### config.mk
export PLATFORM = sky130hd
export DESIGN_NAME = axis_dest_decoder
export DESIGN_NICKNAME = d
export VERILOG_FILES = /design/src/rtl/axis_dest_decoder.sv
export SDC_FILE = /design/constraint.sdc
export NUM_CORES = 1
export LEC_CHECK = 0
export BUFFER_PORTS_ARGS = -buffer_cell sky130_fd_sc_hd__buf_4
export CAP_MARGIN = 20
export CORE_MARGIN = 2
export CORE_UTILIZATION = 30
export CTS_CLUSTER_DIAMETER = 100
export CTS_CLUSTER_SIZE = 20
export DETAILED_ROUTE_END_ITERATION = 16
export PLACE_DENSITY = 0.66
export RECOVER_POWER = 50
export SYNTH_ARGS = -nofsm -noshare
export SYNTH_HDL_FRONTEND = slang
export SYNTH_SLANG_ARGS = --single-unit
### constraint.sdc
create_clock -name clk -period 4.1 [get_ports clk]
set_clock_uncertainty 0.2 [all_clocks]
set_input_delay 1.23 -clock clk [delete_from_list [all_inputs] [get_ports clk]]
set_output_delay 1.23 -clock clk [all_outputs]
set_load 0.005 [all_outputs]
### src/rtl/axis_dest_decoder.sv
// axis_dest_decoder: AXI4-Stream 1-to-N ingress router.
// The first beat's binary TDEST is decoded to a one-hot master select that is
// held until TLAST. Beats pass through one registered output stage. Packets
// sent to a nonexistent master are consumed, discarded and counted.
module axis_dest_decoder #(
  parameter int unsigned NUM_MASTERS = 4,
  parameter int unsigned DEST_WIDTH  = 2,
  parameter int unsigned DATA_WIDTH  = 32,
  parameter int unsigned CNT_WIDTH   = 16
) (
  input  logic                   clk,
  input  logic                   reset,
  // slave side
  input  logic                   s_tvalid,
  output logic                   s_tready,
  input  logic [DATA_WIDTH-1:0]  s_tdata,
  input  logic                   s_tlast,
  input  logic [DEST_WIDTH-1:0]  s_tdest,
  // master side
  output logic [NUM_MASTERS-1:0] m_tvalid,
  input  logic [NUM_MASTERS-1:0] m_tready,
  output logic [DATA_WIDTH-1:0]  m_tdata,
  output logic                   m_tlast,
  // status
  output logic                   decode_err,
  output logic [CNT_WIDTH-1:0]   drop_count
);

  // Packet-level state encoding
  localparam logic [1:0] ST_IDLE  = 2'd0;
  localparam logic [1:0] ST_ROUTE = 2'd1;
  localparam logic [1:0] ST_DROP  = 2'd2;

  logic [1:0]             state_q,      state_d;
  logic [NUM_MASTERS-1:0] route_sel_q,  route_sel_d;
  logic                   out_valid_q,  out_valid_d;
  logic [NUM_MASTERS-1:0] out_sel_q,    out_sel_d;
  logic [DATA_WIDTH-1:0]  out_data_q,   out_data_d;
  logic                   out_last_q,   out_last_d;
  logic                   decode_err_q, decode_err_d;
  logic [CNT_WIDTH-1:0]   drop_count_q, drop_count_d;

  logic                   dest_ok;
  logic [NUM_MASTERS-1:0] dest_onehot;
  logic                   drain;
  logic                   free;
  logic                   accept;

  // Destination range check and binary-to-one-hot decode
  assign dest_ok     = (32'(s_tdest) < NUM_MASTERS);
  assign dest_onehot = dest_ok ? ({{(NUM_MASTERS-1){1'b0}}, 1'b1} << s_tdest) : '0;

  // Output register occupancy: a held beat leaves when its selected master is ready
  assign drain = out_valid_q & (|(out_sel_q & m_tready));
  assign free  = ~out_valid_q | drain;

  // Slave ready: discarded beats always sink, routed beats need a free register
  always_comb begin
    s_tready = 1'b0;
    case (state_q)
      ST_IDLE:  s_tready = dest_ok ? free : 1'b1;
      ST_ROUTE: s_tready = free;
      ST_DROP:  s_tready = 1'b1;
      default:  s_tready = 1'b0;
    endcase
  end

  assign accept = s_tvalid & s_tready;

  // Next-state, output-register load/drain and drop accounting
  always_comb begin
    state_d      = state_q;
    route_sel_d  = route_sel_q;
    out_valid_d  = out_valid_q;
    out_sel_d    = out_sel_q;
    out_data_d   = out_data_q;
    out_last_d   = out_last_q;
    decode_err_d = 1'b0;
    drop_count_d = drop_count_q;

    if (drain) begin
      out_valid_d = 1'b0;
    end

    case (state_q)
      ST_IDLE: begin
        if (accept) begin
          if (dest_ok) begin
            out_valid_d = 1'b1;
            out_sel_d   = dest_onehot;
            out_data_d  = s_tdata;
            out_last_d  = s_tlast;
            route_sel_d = dest_onehot;
            state_d     = s_tlast ? ST_IDLE : ST_ROUTE;
          end else begin
            decode_err_d = 1'b1;
            if (drop_count_q != '1) begin
              drop_count_d = drop_count_q + CNT_WIDTH'(1);
            end
            state_d = s_tlast ? ST_IDLE : ST_DROP;
          end
        end
      end
      ST_ROUTE: begin
        if (accept) begin
          out_valid_d = 1'b1;
          out_sel_d   = route_sel_q;
          out_data_d  = s_tdata;
          out_last_d  = s_tlast;
          if (s_tlast) begin
            state_d = ST_IDLE;
          end
        end
      end
      ST_DROP: begin
        if (accept && s_tlast) begin
          state_d = ST_IDLE;
        end
      end
      default: begin
        state_d = ST_IDLE;
      end
    endcase
  end

  // State registers with asynchronous reset
  always_ff @(posedge clk or posedge reset) begin
    if (reset) begin
      state_q      <= ST_IDLE;
      route_sel_q  <= '0;
      out_valid_q  <= 1'b0;
      out_sel_q    <= '0;
      out_data_q   <= '0;
      out_last_q   <= 1'b0;
      decode_err_q <= 1'b0;
      drop_count_q <= '0;
    end else begin
      state_q      <= state_d;
      route_sel_q  <= route_sel_d;
      out_valid_q  <= out_valid_d;
      out_sel_q    <= out_sel_d;
      out_data_q   <= out_data_d;
      out_last_q   <= out_last_d;
      decode_err_q <= decode_err_d;
      drop_count_q <= drop_count_d;
    end
  end

  assign m_tvalid   = out_valid_q ? out_sel_q : '0;
  assign m_tdata    = out_data_q;
  assign m_tlast    = out_last_q;
  assign decode_err = decode_err_q;
  assign drop_count = drop_count_q;

  // Protocol invariants: one master at a time, held beat stays stable
  a_onehot: assert property (@(posedge clk) disable iff (reset) $onehot0(m_tvalid));
  a_hold:   assert property (@(posedge clk) disable iff (reset)
                             (out_valid_q && !drain) |=>
                             (out_valid_q && $stable(out_sel_q) && $stable(out_data_q) && $stable(out_last_q)));

endmodule

# After elaboration in Yosys (flattened, before gate mapping)
# Cells that the tools add are included.
[classes]
add_sub_neg = 0
mul = 0
div_mod_pow = 0
magnitude_cmp = 0
eq_ne = 6
shifts = 1
muxes = 14
bitwise_logic = 5
n_reduce_logical = 9
[ops]
columns = ["op", "n"]
rows = [
  ["$mux W4", 3],
  ["$mux W2", 4],
  ["$ne A2 B2 Y1 const B", 4],
  ["$pmux W4 S2", 1],
  ["$pmux W2 S3", 1],
  ["$and A4 B4 Y4", 1],
  ["$mux W1", 4],
  ["$reduce_and A2 Y1", 2],
  ["$reduce_and A4 Y1", 1],
  ["$reduce_or A4 Y1", 1],
  ["$shl A1 B2 Y4 const A", 1],
  ["$reduce_and A3 Y1", 1],
  ["$and A1 B1 Y1", 2],
  ["$eq A2 B1 Y1 const B", 1],
  ["$eq A2 B2 Y1 const B", 1],
  ["$logic_not A2 Y1", 1],
  ["$pmux W1 S2", 1],
  ["$reduce_bool A2 Y1", 1],
  ["$reduce_or A2 Y1", 1],
  ["$logic_and A1 B1 Y1", 1],
  ["$not A1 Y1", 1],
  ["$or A1 B1 Y1", 1],
]
[totals]
ff_bits = 44
latch_bits = 0
ram_bits = 0
rom_bits = 0
inputBits = 42
memories = 0

# Depth between registers and ports, before layout
[depth]
depth_word = 9
depth_mapped = 5

# Least setup slack after synthesis
# Ideal clock, no wire load.
[synth_timing]
path_kind = "input to output"
startpoint = "input m_tready[1]"
endpoint = "output s_tready"
arrival_time_ns = 1.768
slack_ns = 0.902
cell_stages = 2
n_path_buf = 0
path_cell_list = "a222oi_1 > nand2_1"
[synth_between]
elab_chain_len = 5
[synth_rtl]
columns = ["element", "line", "text"]
rows = [
  ["start, declared", "21", "input logic [NUM_MASTERS-1:0] m_tready,"],
  ["$and A4 B4 Y4", "54", "assign drain = out_valid_q & (|(out_sel_q & m_tready));"],
  ["$reduce_or A4 Y1", "54", ""],
  ["$and A1 B1 Y1", "54", ""],
  ["$or A1 B1 Y1", "55", "assign free = ~out_valid_q | drain;"],
  ["$pmux W1 S2", "60", "case (state_q)"],
  ["end, declared", "15", "output logic s_tready,"],
]
# No other way between the ends.

# Final worst setup path
# Ends and elaborated chain as after synthesis.

==> impl_metrics.py <==
metrics = {
    "clock_network": {
        "post_cts_buffers": 0,
        "cts_tree": "done",
        "clkLatencyLatePin_ns": 0.28,
        "cts_sinks": 43,
        "clkTransAtPathRegs_ns": 0.07,
        "cts_resized": 0,
        "postCtsHoldBufs": 0,
        "clockRootBuffer": "clkbuf_8",
        "ctsHtreeMaxLevel": 2,
        "cts_buffers": 5,
        "clk_path_buf_depth": 2,
    },
    "detailed_routing": {
        "dr.pass1.iters": 5,
        "drc": 0,
        "vias": 1272,
        "postRouteAntennaNets": 0,
        "wl_um": 3754,
        "vias_per_cell": 4.312,
        "drt-initial-drc-count": 21,
        "wl_per_cell_um": 12.73,
    },
    "yosys": {
        "synth_edf_count": 0,
        "synth_flop_cell": "dfrtp_1",
        "synthSimpleGateAreaFrac_pct": 3.495,
        "ys_warn_count": 0,
        "yosysSeqAreaShare_pct": 55.66,
        "synth_most_common_cell": "dfrtp_1",
        "synthesis.area_um2": 1933,
        "ys_types": 19,
        "ys_ff_latch": 43,
        "synth_fa_ha_area_share_pct": 0,
        "syn_area_per_cell_um2": 14.76,
        "ys_async_sr_fraction_pct": 100.0,
        "synth_xor_area_share_pct": 0,
        "yosysTopAreaCell": "dfrtp_1",
        "synth_top_family_by_area": "multiplexers",
        "synth_area_leaders": "dfrtp_1 56%, mux2_4 14%, mux2_2 13%, buf_4 6.6%, mux2i_1 2.1%",
        "synth_mux_area_share_pct": 29.45,
        "synth_top_cell_area_share_pct": 55.66,
        "synth_compound_area_share_pct": 1.812,
        "synth_top_cells_by_count": "43 x dfrtp_1, 23 x mux2_2, 18 x mux2_4",
        "netlist_instances": 131,
    },
    "status": {
        "outcome": "complete, but fails checks",
        "failed_checks": "capacitance limit, slew limit",
    },
    "sta": {
        "timing.fmax_mhz": 282.8,
        "tns_ns": 0,
        "worst_slew_pin_slew_ns": 1.629,
        "holdWs_ns": 0.3077,
        "grt_setup_unrepaired": "false",
        "finalSetupViolCount": 0,
        "post-route-period-util_pct": 86.25,
        "hold_viol": 0,
        "relSlewSlack_pct": -8.733,
        "slew_viol_final": 44,
        "fin_crit_ns": 3.536,
    },
    "setup_path": {
        "cp.arrival_ns": 2.11,
        "worst-path-buf-inv": 3,
        "cp_top_family": "buffers and inverters",
        "cpMostUsedCell": "buf_4",
        "required_ns": 2.67,
        "end_kind": "output port",
        "max_stage_delay_ns": 0.31,
        "worstPathCellList": "buf_4 > a222oi_1 > clkbuf_1 > nand2_1 > buf_4",
        "startpoint_type": "input port",
        "crit_slowest_cell": "a222oi_1",
        "crit_fanout": 3,
        "worstSetupPathType": "input port to output port",
    },
    "final_layout": {
        "nFillCells": 599,
        "stdcell_area_um2": 2651,
        "insertedDiodeCount": 0,
        "fin_cells": 295,
        "multi_input_area_um2": 747.0,
        "finalNetCount": 259,
        "drive_gt1_share_pct": 59.63,
        "area_delta_synth_final_pct": 37.15,
        "ff_latch_area_um2": 1076,
    },
    "run": {
        "maxCapViolations": 1,
    },
    "placement": {
        "place_hpwl_um": 2827,
        "dpl_cell_area_um2": 2577,
        "port_buffers": 79,
        "place_inst": 287,
        "place.gp.congestion": 0.6559,
    },
    "floorplan": {
        "die_x_um": 84.27,
        "die_area_um2": 7101,
        "die_h_um": 84.27,
        "num_rows": 29,
        "initial_utilization_pct": 30.80,
        "io-pin-count": 97,
        "core_um2": 6277,
    },
    "global_routing": {
        "grt_pass1_vias": 1300,
        "antenna_found_initial": 0,
        "grt_max_degree": 44,
        "grtUsageTotal_pct": 10.81,
        "grt_pass1_wl_um": 6175,
        "overflow": 0,
    },
    "min_path": {
        "hold_path_class": "register to register",
    },
    "pwr": {
        "p_leak_nw": 1.316,
        "power_w": 0.001796,
        "ir_worst_vdd_uv": 299.6,
        "power_density_nw_per_um2": 677.2,
    },
}
-- state kept, by name, indices dropped and copies added, names as in the netlist --
signal,cells
out_sel_q,4
route_sel_q,4
m_tdata,32
out_valid_q,1
m_tlast,1
state_q,1
-- layout make-up --
class / count / share of cell area, %
Tap cell: 77 / 3.634
Timing Repair Buffer: 84 / 23.97
Inverter: 4 / 0.5663
Multi-Input combinational cell: 79 / 28.17
Sequential cell: 43 / 40.59
Clock inverter: 1 / 0.1888
Clock buffer: 7 / 2.879
-- per-stage QoR --
stage | utilization [%] | worst slack [ns]
3_3_place_gp | 41.06 | 0.6439
6_report | 42.24 | 0.5637
5_1_grt | 42.24 | 0.4370
4_1_cts | 42.36 | 0.6285
2_1_floorplan | - | 0.9021
3_5_place_dp | 41.06 | 0.6399
-- final timing paths --
kind / from / end / slack [ns] / depth (start not counted)
max reg2reg: out_valid_q / m_tlast / 2.02 / 5
max in group asynchronous: reset / out_sel_q[3] / 1.50 / 2
min in group asynchronous: reset / m_tlast / 1.25 / 2
max: m_tready[1] / s_tready / 0.56 / 5
min reg2reg: route_sel_q[0] / route_sel_q[0] / 0.31 / 1
min: route_sel_q[0] / route_sel_q[0] / 0.31 / 1
-- layout by cell type, fill, tap and decap left out, types with 4 or more instances in the layout --
master	instances
inv_1	4
mux2_4	18
mux2i_1	4
buf_4	63
conb_1	17
clkbuf_4	18
dfrtp_1	43
clkbuf_1	4
clkbuf_8	5
and2_1	5
mux2_2	23
-- logic make-up after synthesis --
| kind of cell | count (synthesis) |
|---|---|
| other cells | 1 |
| compound gates | 5 |
| mux | 45 |
| simple gates | 12 |
| flops | 43 |
| buf+inv | 25 |
-- routing by layer --
| metal | up-vias | global-route usage, % | wire length (µm) |
|---|---|---|---|
| met5 | - | 0 | 0 |
| met4 | 0 | 3.079 | 40 |
| met3 | 6 | 3.638 | 327 |
| met2 | 63 | 18.40 | 1883 |
| met1 | 621 | 13.06 | 1503 |
| li1 | 582 | - | - |
-- power breakdown --
group	switching (W)	internal [W]
Sequential	0.000116	0.000630
Combinational	0.000261	0.000535
Clock	0.000133	0.000120
Total	0.000511	0.00128
-- worst reg2reg max path, cell delays in order, from the launching register on --
cell	delay (ns)
dfrtp_1	0.44
a21boi_0	0.17
buf_4	0.17
a21boi_4	0.38
buf_12	0.25
mux2_2	0.36
No activity file was read; power rests on OpenSTA's default activity.
